===== src/rtl/wb_arb_pkg.sv =====
// -----------------------------------------------------------------------------
// wb_arb_pkg
//   Shared definitions for the two-master Wishbone B4 classic arbiter.
//   - arb_state_t : arbiter FSM encoding (IDLE / ibus granted / dbus granted)
//   - M_IBUS/M_DBUS : master indices used by the round-robin `last` register
//   - grant_onehot : maps a state to the one-hot grant vector
// -----------------------------------------------------------------------------
package wb_arb_pkg;

    typedef enum logic [1:0] {
        ARB_IDLE  = 2'd0,
        ARB_GNT_I = 2'd1,
        ARB_GNT_D = 2'd2
    } arb_state_t;

    localparam logic M_IBUS = 1'b0;
    localparam logic M_DBUS = 1'b1;

    // Legal range of the watchdog limit.
    localparam int TIMEOUT_MIN = 1;
    localparam int TIMEOUT_MAX = 1023;

    // bit0 = ibus, bit1 = dbus, 00 while idle.
    function automatic logic [1:0] grant_onehot(input arb_state_t s);
        logic [1:0] g;
        g = 2'b00;
        case (s)
            ARB_GNT_I: g = 2'b01;
            ARB_GNT_D: g = 2'b10;
            default:   g = 2'b00;
        endcase
        return g;
    endfunction

endpackage


===== src/rtl/wb_bus_arbiter_if.sv =====
// -----------------------------------------------------------------------------
// wb_bus_arbiter_if
//   One Wishbone B4 classic point-to-point link.
//   Request  (master -> slave): adr[AW], dat[DW], sel[DW/8], we, cyc, stb
//   Response (slave -> master): rdt[DW], ack, err
//   Modports:
//     master : the side that issues the request (drives adr..stb)
//     slave  : the side that answers it (drives rdt/ack/err)
// -----------------------------------------------------------------------------
interface wb_bus_arbiter_if #(
    parameter int AW = 32,
    parameter int DW = 32
);
    logic [AW-1:0]   adr;
    logic [DW-1:0]   dat;
    logic [DW/8-1:0] sel;
    logic            we;
    logic            cyc;
    logic            stb;
    logic [DW-1:0]   rdt;
    logic            ack;
    logic            err;

    modport master (
        output adr, dat, sel, we, cyc, stb,
        input  rdt, ack, err
    );

    modport slave (
        input  adr, dat, sel, we, cyc, stb,
        output rdt, ack, err
    );
endinterface


===== src/rtl/wb_arb_watchdog.sv =====
// -----------------------------------------------------------------------------
// wb_arb_watchdog
//   Stall counter for the arbiter. Counts cycles while `active` is high,
//   returns to zero on `clear`, and holds at TIMEOUT_CYCLES. `expired` is
//   high whenever the count equals TIMEOUT_CYCLES. Only instantiated when
//   WB_ARB_TIMEOUT_EN is defined.
//   Ports:
//     wb_clk   in  clock, rising edge
//     wb_rst_n in  synchronous active-low reset
//     active   in  stalled strobe outstanding this cycle
//     clear    in  restart count (ack/err seen, grant left, or expiry)
//     expired  out count has reached TIMEOUT_CYCLES
// -----------------------------------------------------------------------------
module wb_arb_watchdog #(
    parameter int TIMEOUT_CYCLES = 255
) (
    input  logic wb_clk,
    input  logic wb_rst_n,
    input  logic active,
    input  logic clear,
    output logic expired
);
    localparam int             CW    = $clog2(TIMEOUT_CYCLES + 1);
    localparam logic [CW-1:0]  LIMIT = CW'(TIMEOUT_CYCLES);

    logic [CW-1:0] r_count;

    always_ff @(posedge wb_clk) begin
        if (!wb_rst_n) begin
            r_count <= '0;
        end else if (clear) begin
            r_count <= '0;
        end else if (active && (r_count != LIMIT)) begin
            r_count <= r_count + CW'(1);
        end
    end

    assign expired = (r_count == LIMIT);

endmodule


===== src/rtl/wb_bus_arbiter.sv =====
// -----------------------------------------------------------------------------
// wb_bus_arbiter
//   Two-master Wishbone B4 classic arbiter: the core's instruction master
//   (ibus) and data master (dbus) share one downstream bus. Round-robin
//   arbitration; the grant is held for the whole bus cycle (until the owner
//   drops cyc). Grant is registered, so a request seen in cycle N reaches the
//   slave in cycle N+1; the response path back to the owner is combinational.
//
//   Optional feature, macro WB_ARB_TIMEOUT_EN: a watchdog (wb_arb_watchdog)
//   terminates a strobe that has gone TIMEOUT_CYCLES without ack/err by
//   returning err to the owner, pulsing `timeout` and releasing the bus.
//   Without the macro no counter exists and `timeout` is tied to 0.
//
//   Ports:
//     wb_clk   in   clock, rising edge
//     wb_rst_n in   synchronous active-low reset
//     wb_ibus  slave modport  master 0 (instruction) request/response
//     wb_dbus  slave modport  master 1 (data) request/response
//     wb_s     master modport shared downstream bus
//     grant    out  one-hot owner: bit0 ibus, bit1 dbus, 00 idle
//     timeout  out  one-cycle pulse when the watchdog fires
// -----------------------------------------------------------------------------
module wb_bus_arbiter
    import wb_arb_pkg::*;
#(
    parameter int AW             = 32,
    parameter int DW             = 32,
    parameter int TIMEOUT_CYCLES = 255
) (
    input  logic                    wb_clk,
    input  logic                    wb_rst_n,
    wb_bus_arbiter_if.slave         wb_ibus,
    wb_bus_arbiter_if.slave         wb_dbus,
    wb_bus_arbiter_if.master        wb_s,
    output logic [1:0]              grant,
    output logic                    timeout
);

    if ((TIMEOUT_CYCLES < TIMEOUT_MIN) || (TIMEOUT_CYCLES > TIMEOUT_MAX)) begin : g_bad_timeout
        $error("wb_bus_arbiter: TIMEOUT_CYCLES out of range 1..1023");
    end

    arb_state_t r_state;
    logic       r_last;
    logic [1:0] r_grant;

    logic            w_req_i;
    logic            w_req_d;
    logic            w_gnt_i;
    logic            w_gnt_d;
    logic            w_in_gnt;
    logic            w_timeout;
    logic [AW-1:0]   w_adr;
    logic [DW-1:0]   w_dat;
    logic [DW/8-1:0] w_sel;
    logic            w_we;
    logic            w_cyc;
    logic            w_stb;

    assign w_req_i  = wb_ibus.cyc & wb_ibus.stb;
    assign w_req_d  = wb_dbus.cyc & wb_dbus.stb;
    assign w_gnt_i  = (r_state == ARB_GNT_I);
    assign w_gnt_d  = (r_state == ARB_GNT_D);
    assign w_in_gnt = w_gnt_i | w_gnt_d;

    // Arbitration FSM. Grant is decided only from registered state, so there
    // is no combinational path from a request to the grant.
    always_ff @(posedge wb_clk) begin
        if (!wb_rst_n) begin
            r_state <= ARB_IDLE;
            r_last  <= M_IBUS;
            r_grant <= 2'b00;
        end else begin
            case (r_state)
                ARB_IDLE: begin
                    // On a tie the master that was not served last wins.
                    if (w_req_i && (!w_req_d || (r_last == M_DBUS))) begin
                        r_state <= ARB_GNT_I;
                        r_grant <= grant_onehot(ARB_GNT_I);
                    end else if (w_req_d) begin
                        r_state <= ARB_GNT_D;
                        r_grant <= grant_onehot(ARB_GNT_D);
                    end
                end
                ARB_GNT_I: begin
                    if (!wb_ibus.cyc || w_timeout) begin
                        r_state <= ARB_IDLE;
                        r_last  <= M_IBUS;
                        r_grant <= grant_onehot(ARB_IDLE);
                    end
                end
                ARB_GNT_D: begin
                    if (!wb_dbus.cyc || w_timeout) begin
                        r_state <= ARB_IDLE;
                        r_last  <= M_DBUS;
                        r_grant <= grant_onehot(ARB_IDLE);
                    end
                end
                default: begin
                    r_state <= ARB_IDLE;
                    r_grant <= 2'b00;
                end
            endcase
        end
    end

    // Request mux: owner's request straight through, all zero while idle.
    always_comb begin
        w_adr = '0;
        w_dat = '0;
        w_sel = '0;
        w_we  = 1'b0;
        w_cyc = 1'b0;
        w_stb = 1'b0;
        case (r_state)
            ARB_GNT_I: begin
                w_adr = wb_ibus.adr;
                w_dat = wb_ibus.dat;
                w_sel = wb_ibus.sel;
                w_we  = wb_ibus.we;
                w_cyc = wb_ibus.cyc;
                w_stb = wb_ibus.stb;
            end
            ARB_GNT_D: begin
                w_adr = wb_dbus.adr;
                w_dat = wb_dbus.dat;
                w_sel = wb_dbus.sel;
                w_we  = wb_dbus.we;
                w_cyc = wb_dbus.cyc;
                w_stb = wb_dbus.stb;
            end
            default: ;
        endcase
    end

    assign wb_s.adr = w_adr;
    assign wb_s.dat = w_dat;
    assign wb_s.sel = w_sel;
    assign wb_s.we  = w_we;
    // An expiring cycle is withdrawn from the slave in the same cycle.
    assign wb_s.cyc = w_cyc & ~w_timeout;
    assign wb_s.stb = w_stb & ~w_timeout;

    // Read data is broadcast; only the owner gets ack/err.
    assign wb_ibus.rdt = wb_s.rdt;
    assign wb_dbus.rdt = wb_s.rdt;
    assign wb_ibus.ack = w_gnt_i & wb_s.ack;
    assign wb_dbus.ack = w_gnt_d & wb_s.ack;
    assign wb_ibus.err = w_gnt_i & (wb_s.err | w_timeout);
    assign wb_dbus.err = w_gnt_d & (wb_s.err | w_timeout);

`ifdef WB_ARB_TIMEOUT_EN
    logic w_wd_active;
    logic w_wd_clear;
    logic w_wd_expired;

    assign w_wd_active = w_in_gnt & w_stb & ~wb_s.ack & ~wb_s.err;
    // Clearing on expiry restarts the count while the FSM drops to IDLE.
    assign w_wd_clear  = ~w_in_gnt | wb_s.ack | wb_s.err | w_timeout;

    wb_arb_watchdog #(
        .TIMEOUT_CYCLES (TIMEOUT_CYCLES)
    ) u_watchdog (
        .wb_clk   (wb_clk),
        .wb_rst_n (wb_rst_n),
        .active   (w_wd_active),
        .clear    (w_wd_clear),
        .expired  (w_wd_expired)
    );

    // A slave ack landing on the expiry cycle wins; no error then.
    assign w_timeout = w_wd_expired & w_in_gnt & ~wb_s.ack;
`else
    assign w_timeout = 1'b0;
`endif

    assign grant   = r_grant;
    assign timeout = w_timeout;

endmodule


===== src/flat_wrapper.sv =====
// flat-port wrapper written by rule: the top's interface ports become plain ports
module wb_bus_arbiter_flat import wb_arb_pkg::*;
#(
    parameter int AW             = 32,
    parameter int DW             = 32,
    parameter int TIMEOUT_CYCLES = 255
)
  (wb_clk, wb_rst_n, grant, timeout, wb_ibus_adr, wb_ibus_dat, wb_ibus_sel, wb_ibus_we, wb_ibus_cyc, wb_ibus_stb, wb_ibus_rdt, wb_ibus_ack, wb_ibus_err, wb_dbus_adr, wb_dbus_dat, wb_dbus_sel, wb_dbus_we, wb_dbus_cyc, wb_dbus_stb, wb_dbus_rdt, wb_dbus_ack, wb_dbus_err, wb_s_adr, wb_s_dat, wb_s_sel, wb_s_we, wb_s_cyc, wb_s_stb, wb_s_rdt, wb_s_ack, wb_s_err);
  wb_bus_arbiter_if #(.AW(AW), .DW(DW)) wb_ibus_i ();
  wb_bus_arbiter_if #(.AW(AW), .DW(DW)) wb_dbus_i ();
  wb_bus_arbiter_if #(.AW(AW), .DW(DW)) wb_s_i ();
  input  logic wb_clk;
  input  logic wb_rst_n;
  output logic [1:0] grant;
  output logic timeout;
  input wire logic [$bits(wb_ibus_i.adr)-1:0] wb_ibus_adr;
  input wire logic [$bits(wb_ibus_i.dat)-1:0] wb_ibus_dat;
  input wire logic [$bits(wb_ibus_i.sel)-1:0] wb_ibus_sel;
  input wire logic [$bits(wb_ibus_i.we)-1:0] wb_ibus_we;
  input wire logic [$bits(wb_ibus_i.cyc)-1:0] wb_ibus_cyc;
  input wire logic [$bits(wb_ibus_i.stb)-1:0] wb_ibus_stb;
  output wire logic [$bits(wb_ibus_i.rdt)-1:0] wb_ibus_rdt;
  output wire logic [$bits(wb_ibus_i.ack)-1:0] wb_ibus_ack;
  output wire logic [$bits(wb_ibus_i.err)-1:0] wb_ibus_err;
  input wire logic [$bits(wb_dbus_i.adr)-1:0] wb_dbus_adr;
  input wire logic [$bits(wb_dbus_i.dat)-1:0] wb_dbus_dat;
  input wire logic [$bits(wb_dbus_i.sel)-1:0] wb_dbus_sel;
  input wire logic [$bits(wb_dbus_i.we)-1:0] wb_dbus_we;
  input wire logic [$bits(wb_dbus_i.cyc)-1:0] wb_dbus_cyc;
  input wire logic [$bits(wb_dbus_i.stb)-1:0] wb_dbus_stb;
  output wire logic [$bits(wb_dbus_i.rdt)-1:0] wb_dbus_rdt;
  output wire logic [$bits(wb_dbus_i.ack)-1:0] wb_dbus_ack;
  output wire logic [$bits(wb_dbus_i.err)-1:0] wb_dbus_err;
  output wire logic [$bits(wb_s_i.adr)-1:0] wb_s_adr;
  output wire logic [$bits(wb_s_i.dat)-1:0] wb_s_dat;
  output wire logic [$bits(wb_s_i.sel)-1:0] wb_s_sel;
  output wire logic [$bits(wb_s_i.we)-1:0] wb_s_we;
  output wire logic [$bits(wb_s_i.cyc)-1:0] wb_s_cyc;
  output wire logic [$bits(wb_s_i.stb)-1:0] wb_s_stb;
  input wire logic [$bits(wb_s_i.rdt)-1:0] wb_s_rdt;
  input wire logic [$bits(wb_s_i.ack)-1:0] wb_s_ack;
  input wire logic [$bits(wb_s_i.err)-1:0] wb_s_err;
  assign wb_ibus_i.adr = wb_ibus_adr;
  assign wb_ibus_i.dat = wb_ibus_dat;
  assign wb_ibus_i.sel = wb_ibus_sel;
  assign wb_ibus_i.we = wb_ibus_we;
  assign wb_ibus_i.cyc = wb_ibus_cyc;
  assign wb_ibus_i.stb = wb_ibus_stb;
  assign wb_ibus_rdt = wb_ibus_i.rdt;
  assign wb_ibus_ack = wb_ibus_i.ack;
  assign wb_ibus_err = wb_ibus_i.err;
  assign wb_dbus_i.adr = wb_dbus_adr;
  assign wb_dbus_i.dat = wb_dbus_dat;
  assign wb_dbus_i.sel = wb_dbus_sel;
  assign wb_dbus_i.we = wb_dbus_we;
  assign wb_dbus_i.cyc = wb_dbus_cyc;
  assign wb_dbus_i.stb = wb_dbus_stb;
  assign wb_dbus_rdt = wb_dbus_i.rdt;
  assign wb_dbus_ack = wb_dbus_i.ack;
  assign wb_dbus_err = wb_dbus_i.err;
  assign wb_s_adr = wb_s_i.adr;
  assign wb_s_dat = wb_s_i.dat;
  assign wb_s_sel = wb_s_i.sel;
  assign wb_s_we = wb_s_i.we;
  assign wb_s_cyc = wb_s_i.cyc;
  assign wb_s_stb = wb_s_i.stb;
  assign wb_s_i.rdt = wb_s_rdt;
  assign wb_s_i.ack = wb_s_ack;
  assign wb_s_i.err = wb_s_err;
  wb_bus_arbiter #(.AW(AW), .DW(DW), .TIMEOUT_CYCLES(TIMEOUT_CYCLES)) u_core (.wb_clk(wb_clk), .wb_rst_n(wb_rst_n), .wb_ibus(wb_ibus_i), .wb_dbus(wb_dbus_i), .wb_s(wb_s_i), .grant(grant), .timeout(timeout));
endmodule

===== config.mk =====
export PLATFORM = sky130hd
export DESIGN_NAME = wb_bus_arbiter_flat
export DESIGN_NICKNAME = d
export VERILOG_FILES = /design/src/rtl/wb_arb_pkg.sv /design/src/rtl/wb_bus_arbiter_if.sv /design/src/rtl/wb_arb_watchdog.sv /design/src/rtl/wb_bus_arbiter.sv /design/src/flat_wrapper.sv
export SDC_FILE = /design/constraint.sdc
export NUM_CORES = 1
export LEC_CHECK = 0
export ABC_AREA = 1
export ABC_CLOCK_PERIOD_IN_PS = 1500
export BUFFER_PORTS_ARGS = -buffer_cell sky130_fd_sc_hd__buf_2
export CORE_AREA = 2 2 125 127
export DETAILED_ROUTE_END_ITERATION = 10
export DIE_AREA = 0 0 127 129
export PLACE_DENSITY = 0.42
export SYNTH_ARGS = -nofsm -noshare
export SYNTH_HDL_FRONTEND = slang
export SYNTH_SLANG_ARGS = --single-unit

===== constraint.sdc =====
create_clock -name wb_clk -period 1.5 [get_ports wb_clk]
set_clock_uncertainty 0.2 [all_clocks]
set_input_delay 0.375 -clock wb_clk [delete_from_list [all_inputs] [get_ports wb_clk]]
set_output_delay 0.375 -clock wb_clk [all_outputs]
set_load 0.005 [all_outputs]

Word-level counts from Yosys, hierarchy flattened. Cells that the tools add are included.

Flip-flop bits (word level): 3. Input bits: 178. Output and inout port bits: 142. Logic and storage cells: 34.

Equal/unequal tests: 5. Muxes and demuxes: 14. Bitwise logic cells: 6. Reduce and logical (&&, ||, !) cells: 7.

Operators by type and width (count): one-hot mux 32 bit (2 select lines) (2); two-way mux 2 bit (4); one-hot mux 1 bit (2 select lines) (4); one-hot mux 4 bit (2 select lines) (1); AND 1 bit (6); one-hot mux 2 bit (3 select lines) (1); AND reduction 3 bit (2); != test 2 bit, second input constant (2); != test 3 x 1 -> 1 bit, second input constant (1); equality test 2 x 1 -> 1 bit, second input constant (1); equality test 2 bit, second input constant (1); zero test 2 bit (1); two-way mux 1 bit (2); nonzero test 2 bit (1); logical AND 1 bit (1); zero test 1 bit (1); logical OR 1 bit (1).

Logic depth before layout (Yosys ltp). Gate-level depths: netlist (run 1).

Depth after elaboration: 6. Depth in mapped cells: 8.

Least setup slack after synthesis (run 1). No wires, ideal clock.

Path type: reg2out. Start point: register u_core.r_state[0]. End point: output port wb_s_adr[0]. Arrival: 1.175 ns. Data required time: 0.925 ns. Slack: -0.250 ns. Cell stages (with the launch flop): 6. Path buffers: 1. Cells stage by stage: dfxtp_1 > inv_1 > ha_1 > inv_2 > clkbuf_1 > a21oi_1.

Longest elaborated chain between the ends: 2.

RTL lines: start, declared (RTL line wb_bus_arbiter.sv:43) `arb_state_t r_state;`; start signal, assigned (RTL line wb_bus_arbiter.sv:70) `r_state <= ARB_IDLE;`; start signal, assigned (RTL line wb_bus_arbiter.sv:78) `r_state <= ARB_GNT_I;`; start signal, assigned (RTL line wb_bus_arbiter.sv:81) `r_state <= ARB_GNT_D;`; equality test 2 bit / equality test 2 x 1 -> 1 bit (equally long branches) (RTL line wb_bus_arbiter.sv:115) `case (r_state)`; one-hot mux 32 bit (2 select lines) * (RTL line wb_bus_arbiter.sv:115); end, declared (RTL line flat_wrapper.sv:34) `output wire logic [$bits(wb_s_i.adr)-1:0] wb_s_adr;`.

Every way passes the cells marked *; elsewhere a longest branch is shown, timed or not.

Worst setup path in the final report (run 1).
Start point: register u_core.r_state[0]. End point: output port wb_s_we.

Longest elaborated chain between the ends: 2.

RTL lines: equality test 2 bit; net u_core.w_gnt_d (RTL line wb_bus_arbiter.sv:50) `logic w_gnt_d;`; one-hot mux 1 bit (2 select lines) (RTL line wb_bus_arbiter.sv:115); end, declared (RTL line flat_wrapper.sv:37) `output wire logic [$bits(wb_s_i.we)-1:0] wb_s_we;`.

The timed path passes the listed nets, and every way through them passes these cells.

==> results of run 1 <==
routing by layer:
metal,vias to the layer above,wire [um],track usage (%)
met5,-,0,0
met2,139,4610,14.6
met3,23,742,2.45
met4,0,142,1.87
li1,1361,-,-
met1,1152,3780,9.53
final timing paths:
| check | startpoint | end | slack [ps] | depth (start not counted) |
|---|---|---|---|---|
| worst max-delay path | u_core.r_state[0]$_SDFFE_PN0P_ | wb_s_we | -510 | 7 |
| worst min-delay path | wb_rst_n | u_core.r_state[1]$_SDFFE_PN0P_ | 190 | 3 |
| worst max register to register | u_core.r_state[1]$_SDFFE_PN0P_ | u_core.r_state[1]$_SDFFE_PN0P_ | -140 | 10 |
| worst min register to register | u_core.r_last$_SDFFE_PN0P_ | u_core.r_last$_SDFFE_PN0P_ | 260 | 2 |
cell type report:
| cell class | instances | share of cell area (%) |
|---|---|---|
| repair buffers | 259 | 46.9 |
| flip-flops and latches | 3 | 1.91 |
| inverters | 11 | 1.52 |
| multi-input cells | 240 | 40.8 |
| clock buffers | 4 | 2.23 |
| well taps | 188 | 6.65 |
registers in the layout, indices dropped and copies added, names as in the netlist:
signal and cells:
u_core.r_last 1, u_core.r_state 2
power by group:
group          internal, uW  leakage (uW)  total (uW)  switching, uW
Sequential             97.0     0.0000260         114           17.1
Combinational           990       0.00164        2060           1070
Clock                   351     0.0000382         427           75.7
Total                  1440       0.00171        2600           1160
timing repair:
item / CTS / global route
setup buffers: 0 / 6
pin swaps: 0 / 9
hold buffers: 0 / 0
endpoints found under the setup margin: 78 / 78
gates resized for setup: 8 / 42
gates cloned: 0 / 11
kinds of logic (layout without fill, tap and decap cells):
family / Yosys count / count (layout)
buffers and inverters: 99 / 274
other: 1 / 1
adders and majority gates: 3 / 3
AOI/OAI and AO/OA: 73 / 73
DFF: 3 / 3
and+or+nand+nor: 163 / 163
worst register-to-register path: stages (launching register included):
cell	delay, ps
dfxtp_4	350
inv_4	80
ha_4	210
buf_12	170
nand2_4	50
nand2_2	70
buf_4	110
nor2_1	40
nor2_1	100
nand2_1	60
a21oi_1	120
per-stage QoR:
stage / hold slack (ps) / instance area [um^2]
4_1_cts: 192 / 3140
3_5_place_dp: 255 / 3040
6_report: 192 / 3540
2_1_floorplan: 235 / 2270
5_1_grt: 224 / 3540
3_3_place_gp: 257 / 3040
cells in the final DEF (no fill, tap or decap), types with 5 or more instances in the layout:
cell type	netlist	layout
a21oi_2	7	70
inv_1	10	5
buf_6	10	8
buf_2	3	220
buf_12	0	9
nand2_4	0	10
clkbuf_16	0	9
buf_4	71	14
nand2_1	157	129
nand2_2	0	18
==> out/metrics.yaml, run 1 <==
status: "complete, but fails checks"
violations: "setup timing"
avgRoutedWirePerCell_um: 13.1
peakVddDrop_v: 0.000387
vias: 2675
layout.nets: 699
syn_avg_cell_area_um2: 5.33
seq_area_frac_synth_pct: 3.29
synth_mux_area_share_pct: 0
antennaDiodeCount: 0
layout-drive-gt1-share_pct: 72.0
cp_max_fo: 6
totalPowerFinal_uw: 2600
yosysTopAreaCellShare_pct: 32.3
synth_xor_area_share_pct: 0
io_pins: 320
synth_commonest_cells: "157 x nand2_1, 71 x buf_4, 66 x a21oi_1, 10 x buf_6, 10 x inv_1"
fmax_ghz: 0.498
grt_max_degree: 38
wl_um: 9270
cp_top_family: "buffers and inverters"
setup_viol: 78
fin_setup_tns_ps: -35360
rsz0062_at_grt: "true"
cts_buffers: 3
dieArea_mm2: 0.0164
area_growth_syn_to_layout_pct: 93.8
synth_edf_count: 0
drt_iter0_drc: 71
finalWorstSetupSlack_ps: -508
powerDensity_mw_per_mm2: 734
fin_util_pct: 23.6
portBuffers: 222
fill_cells: 1719
synth.top_cells.by_area: "nand2_1 32%, buf_4 29%, a21oi_1 18%"
critPathRequiredTime_ps: 920
synth_compound_area_share_pct: 21.5
netlist_area_mm2: 0.00182
dr.pass1.iters: 4
max-cap-violations: 0
syn_inst: 342
synth_fp_nets: 523
ctsHtreeMaxLevel: 1
maxSlewViolCount: 0
clock-sinks: 3
clkTransAtPathRegs_ps: 30
via_per_inst: 3.79
die_x_um: 127
place_congestion: 0.738
dp_hpwl_um: 6310
hold_viol_final: 0
yosys_warnings: 0
grt_first_pass_wirelength_um: 11100
core_area_mm2: 0.0150
clk_latency_ps: 230
worstSetupEndpointType: "output pin"
crit_buf_inv: 4
cp_slowest_cell: "dfxtp_4"
async_flop_share_pct: 0
final_cells: 705
crit_chain: "inv_4 > ha_4 > buf_12 > clkbuf_16 > nand2_4 > a21oi_2 > buf_2"
start_util_pct: 12.2
cts_buffer_depth: 2
synthAdderAreaFrac_pct: 2.06
globalRouteOverflowTotal: 0
yosys.area.top_type: "nand2_1"
synth_ff_type: "dfxtp_1"
ant_nets: 0
register_area_um2: 67.6
ys_ff_latch: 3
drc: 0
cts_tree: "yes"
critical_path_class: "reg2out"
p_leak_uw: 0.00171
grt_usage_pct: 8.13
startpoint_type: "flip-flop"
synthSimpleGateAreaFrac_pct: 33.7
cts-root-buf: "clkbuf_16"
antenna_found_initial: 0
synth_top_family_by_area: "buffers and inverters"
multi_input_area_mm2: 0.00144
num_rows: 45
die_y_um: 129
hold_path.class: "in2reg"
critPathMaxStageDelay_ps: 350
yosysMostFrequentCell: "nand2_1"
post-place-ws_ps: -277
finalCritPeriodShare_pct: 134
min_period_ps: 2010
dp.cells: 684
critPathArrivalTime_ps: 1430
synth_cell_types: 14
grt_pass1_vias: 2310
No activity file was read; power rests on OpenSTA's default activity.
==> run 2: changes to the inputs <==
PLACE_DENSITY = 0.5   (was 0.42)
==> run 2 against run 1 <==
The flow still finishes with violations (setup timing). Flip-flop and latch count did not move. Clock power increased by 2%. Final cell count is 0.85% higher. Fmax decreased by 1.9%. Combinational power up 18%. Worst hold slack improved by 14 ps. Via count increased by 5.4%. Clock-buffer cell count did not move. Sequential share of layout area decreased by 0.28 points. Die area unchanged. Register-to-register slack improved by 50 ps. Setup slack got worse by 38 ps.
==> out/metrics.yaml, run 2 (synthesis results as in run 1) <==
grt_first_pass_wirelength_um: 12700
critPathRequiredTime_ps: 920
drt_iter0_drc: 76
hold_viol_final: 0
fmax_ghz: 0.489
via_per_inst: 3.96
final_cells: 711
globalRouteOverflowTotal: 0
cts_buffers: 3
cts_tree: "yes"
status: "complete, but fails checks"
clkPwrFrac_pct: 14.6
cts_buffer_depth: 2
use_met1_pct: 11.4
place_congestion: 0.751
r2r_slack_ps: -90
start_util_pct: 12.2
finalWorstSetupSlack_ps: -546
power_frac_seq_pct: 3.8
startpoint_type: "flip-flop"
dr.pass1.iters: 4
p_leak_uw: 0.00210
clk_latency_ps: 230
max-cap-violations: 0
hold_path.class: "in2reg"
core_area_mm2: 0.0150
p_int_uw: 1620
cp_max_fo: 6
clock-sinks: 3
multi_input_area_mm2: 0.00180
critical_path_class: "reg2out"
wl_um: 10900
dp_hpwl_um: 6650
met3_usage_pct: 2.25
vias: 2819
ant_nets: 0
layout-drive-gt1-share_pct: 86.4
dieArea_mm2: 0.0164
finalCritPeriodShare_pct: 136
num_rows: 45
top_regs: "u_core.r_state x2, u_core.r_last x1"
critPathArrivalTime_ps: 1470
largest_register: "u_core.r_state"
die_y_um: 129
fill_cells: 1679
rsz0062_at_grt: "true"
io_pins: 320
powerDensity_mw_per_mm2: 717
worstSetupEndpointType: "output pin"
maxSlewViolCount: 0
area_growth_syn_to_layout_pct: 127
final_common_cell: "buf_2"
r2r_cells: 10
antennaDiodeCount: 0
busiest_layer: "met2"
avgRoutedWirePerCell_um: 15.3
ctsHoldBuffers: 0
switching_share_pct: 45.6
grt_pass1_vias: 2502
hold_slack_ps: 207
dp.cells: 680
violations: "setup timing"
drc: 0
register_area_um2: 67.6
peakVddDrop_v: 0.000455
layout_common_cells: "220 x buf_2, 70 x a21oi_2, 58 x nand2_2, 57 x nand2_1, 42 x nand2_4"
clkTransAtPathRegs_ps: 30
combPwrFrac_pct: 81.5
portBuffers: 222
die_x_um: 127
fin_util_pct: 27.7
grtUsageMet2_pct: 17.4
grt_max_degree: 34
grt_usage_pct: 9.54
postLayoutCellArea_mm2: 0.00415
cts-root-buf: "clkbuf_16"
min_period_ps: 2050
ctsHtreeMaxLevel: 1
layout.nets: 705
whs_path_depth: 3
antenna_found_initial: 0
largest_reg_flops: 2
setup_viol: 77
p_switching_uw: 1360
place_area_mm2: 0.00301
-- run 2: path summary, 6_finish.rpt --
path / startpoint / end
max: u_core.r_state[1]$_SDFFE_PN0P_ / wb_s_stb
min: wb_rst_n / u_core.r_state[1]$_SDFFE_PN0P_
max reg2reg: u_core.r_state[1]$_SDFFE_PN0P_ / u_core.r_state[1]$_SDFFE_PN0P_
min reg2reg: u_core.r_last$_SDFFE_PN0P_ / u_core.r_last$_SDFFE_PN0P_
-- run 2: repair_timing --
action                                  CTS  global route
pin swaps                                 2            50
gates resized for setup                  15           143
endpoints found under the setup margin   76            78
cloned                                    3            16
setup buffers                             2             6
-- run 2: routing by layer --
layer / wire length (um) / up-vias
li1: - / 1376
met1: 4670 / 1278
met2: 5490 / 152
met3: 645 / 13
met4: 54 / 0
met5: 0 / -
-- run 2: cell type report --
type                       count  share of cell area [%]
timing repair buffer         265                    46.0
clock buffer                   4                    1.90
inverter                      11                    1.30
multi-input combinational    240                    43.5
tap                          188                    5.67
sequential                     3                    1.63
-- run 2: worst max-delay path, stage by stage (launching register included) --
cell       delay (ps)
dfxtp_4           350
inv_4              80
ha_4              190
buf_12            150
clkbuf_16         160
nand2_2            50
a21oi_2           120
buf_2             130
-- run 2: power groups by stage --
stage | Clock, uW | Sequential, uW | Combinational [uW]
after floorplan | 0 | 114 | 1250
after detailed placement | 0 | 114 | 1540
after global placement | 0 | 113 | 1550
after global routing | 456 | 117 | 2630
after CTS | 447 | 114 | 1740
final | 435 | 114 | 2430
-- run 2: metrics by stage --
stage	total power (uW)	TNS, ps	setup WS, ps
after floorplan	1360	-5810	-86.6
after global placement	1660	-16060	-300
after detailed placement	1660	-16670	-309
after CTS	2300	-37770	-543
after global routing	3200	-42220	-592
final	2970	-37290	-546
==> run 3: changes to the inputs <==
ABC_CLOCK_PERIOD_IN_PS = 1900   (was 1500)
BUFFER_PORTS_ARGS = -buffer_cell sky130_fd_sc_hd__buf_4   (was -buffer_cell sky130_fd_sc_hd__buf_2)
CORE_AREA = 2 2 126 128   (was 2 2 125 127)
DIE_AREA = 0 0 128 130   (was 0 0 127 129)
PLACE_DENSITY = 0.48   (was 0.5)
clock period = 1.9 ns   (was 1.5 ns; I/O delays follow)
==> run 3 against run 2 <==
Non-clock buffer count grew 12. Power decreased by 18%. Highest routed layer unchanged. Largest cell class unchanged. Sequential share of layout area decreased by 0.18 points. First-iteration DRC count decreased by 61%. Worst hold slack gained 54 ps. Sequential power fell by 24%. Global-route usage up 1.1 points. Design area is 8.3% higher. Core utilization increased by 1.4 points. Combinational power fell by 17%. Clock-buffer cell count is the same. Via count grew 1.5%. The run still ends with setup timing left.
==> out/metrics.yaml, run 3 (synthesis results as in run 1) <==
status: "complete, but fails checks"
violations: "setup timing"
antenna_found_initial: 0
startpoint_type: "flip-flop"
setup_viol: 75
combPwrFrac_pct: 82.5
final_cells: 727
portBuffers: 222
cts_tree: "yes"
peakVddDrop_v: 0.000275
hold_path.class: "reg2reg"
num_rows: 46
critPathArrivalTime_ps: 1540
cp_max_fo: 6
fin_setup_tns_ps: -17370
dp.cells: 691
powerDensity_mw_per_mm2: 542
fill_cells: 1688
finalWorstSetupSlack_ps: -312
cts_buffers: 3
layout-drive-gt1-share_pct: 74.2
grt_usage_pct: 10.7
place_congestion: 0.682
clock-sinks: 3
p_leak_uw: 0.00209
hold_viol_final: 0
largest_register: "u_core.r_state"
finalCritPeriodShare_pct: 116
register_area_um2: 65.1
final_common_cell: "buf_4"
antennaDiodeCount: 0
grt_pass1_vias: 2620
via_per_inst: 3.94
layout.nets: 717
worstSetupEndpointType: "output pin"
clkPwrFrac_pct: 13.9
rsz0062_at_grt: "true"
critPathRequiredTime_ps: 1220
wl_um: 11000
max-cap-violations: 0
ctsHoldBuffers: 0
maxSlewViolCount: 0
die_y_um: 130
grt_first_pass_wirelength_um: 13800
p_switching_uw: 993
io_pins: 320
ctsHtreeMaxLevel: 1
p_int_uw: 1440
drt_iter0_drc: 30
avgRoutedWirePerCell_um: 15.1
cts-root-buf: "clkbuf_16"
start_util_pct: 11.8
area_growth_syn_to_layout_pct: 146
largest_reg_flops: 2
grt_max_degree: 20
min_period_ps: 2210
vias: 2861
multi_input_area_mm2: 0.00152
layout_common_cells: "240 x buf_4, 110 x nand2_1, 56 x a21oi_2, 25 x nand2_2, 22 x nand2_4"
critical_path_class: "reg2out"
power_frac_seq_pct: 3.6
switching_share_pct: 40.8
globalRouteOverflowTotal: 0
dr.pass1.iters: 4
dp_hpwl_um: 6500
clkTransAtPathRegs_ps: 30
clk_latency_ps: 230
top_regs: "u_core.r_state x2, u_core.r_last x1"
dieArea_mm2: 0.0166
die_x_um: 128
drc: 0
ant_nets: 0
core_area_mm2: 0.0154
cts_buffer_depth: 2
fmax_ghz: 0.452
## run 3: cell types whose count changed in the layout (fill, tap and decap cells not counted), sizes merged
cell	change
clkbuf	-5
buf	+16
bufbuf	+1
## run 3: metrics by stage
stage          total power, uW  area (um^2)  worst slack, ps  util, %  hold WS (ps)
2_1_floorplan              731         1820             50.1        -           235
3_3_place_gp              1310         3330             -123     21.6           257
3_5_place_dp              1300         3330             -138     21.6           264
4_1_cts                   2100         3930             -295     25.5           269
5_1_grt                   2590         4490             -368     29.1           295
6_report                  2430         4490             -312     29.1           261
## run 3: final timing paths
path,start,to,slack [ps],cells after the start
worst min-delay path,u_core.r_last$_SDFFE_PN0P_,u_core.r_last$_SDFFE_PN0P_,260,2
worst min register to register,u_core.r_last$_SDFFE_PN0P_,u_core.r_last$_SDFFE_PN0P_,260,2
worst max-delay path,u_core.r_state[1]$_SDFFE_PN0P_,wb_s_adr[12],-310,8
worst max register to register,u_core.r_state[0]$_SDFFE_PN0P_,u_core.r_state[0]$_SDFFE_PN0P_,150,10
## run 3: cell type report
type                       instances  area share, %
multi-input combinational        240           33.9
clock buffer                       4           1.76
inverter                          11           1.09
sequential                         3           1.45
tap                              192           5.35
timing repair buffer             277           56.5
## run 3: what timing repair did
| action | 4_1_cts | 5_1_grt |
|---|---|---|
| gates resized for setup | 54 | 102 |
| setup endpoints to repair | 75 | 75 |
| pin swaps | 10 | 43 |
| setup buffers | 9 | 11 |
| gates cloned | 8 | 9 |
## run 3: critical path, stage by stage (launching register included)
cell	delay, ps
dfxtp_4	350
inv_4	80
ha_4	180
buf_12	130
buf_12	120
buf_4	120
nand2_1	70
a21oi_2	140
buf_4	120
## run 3: power groups by stage
stage | registers [uW] | clock network [uW] | logic [uW]
finish | 87.2 | 339 | 2010
global route | 89.1 | 352 | 2150
CTS | 83.6 | 345 | 1680
detailed placement | 81.3 | 0 | 1220
global placement | 81.8 | 0 | 1230
floorplan | 82.1 | 0 | 649
## run 3: routing by layer
| layer | vias to the layer above | share of wire (%) | track usage (%) | wire (um) |
|---|---|---|---|---|
| met3 | 29 | 8.9 | 3.36 | 980 |
| met4 | 0 | 2.6 | 3.88 | 281 |
| met5 | - | 0 | 0 | 0 |
| met1 | 1288 | 38 | 11.3 | 4140 |
| met2 | 149 | 51 | 19.9 | 5570 |
| li1 | 1395 | - | - | - |
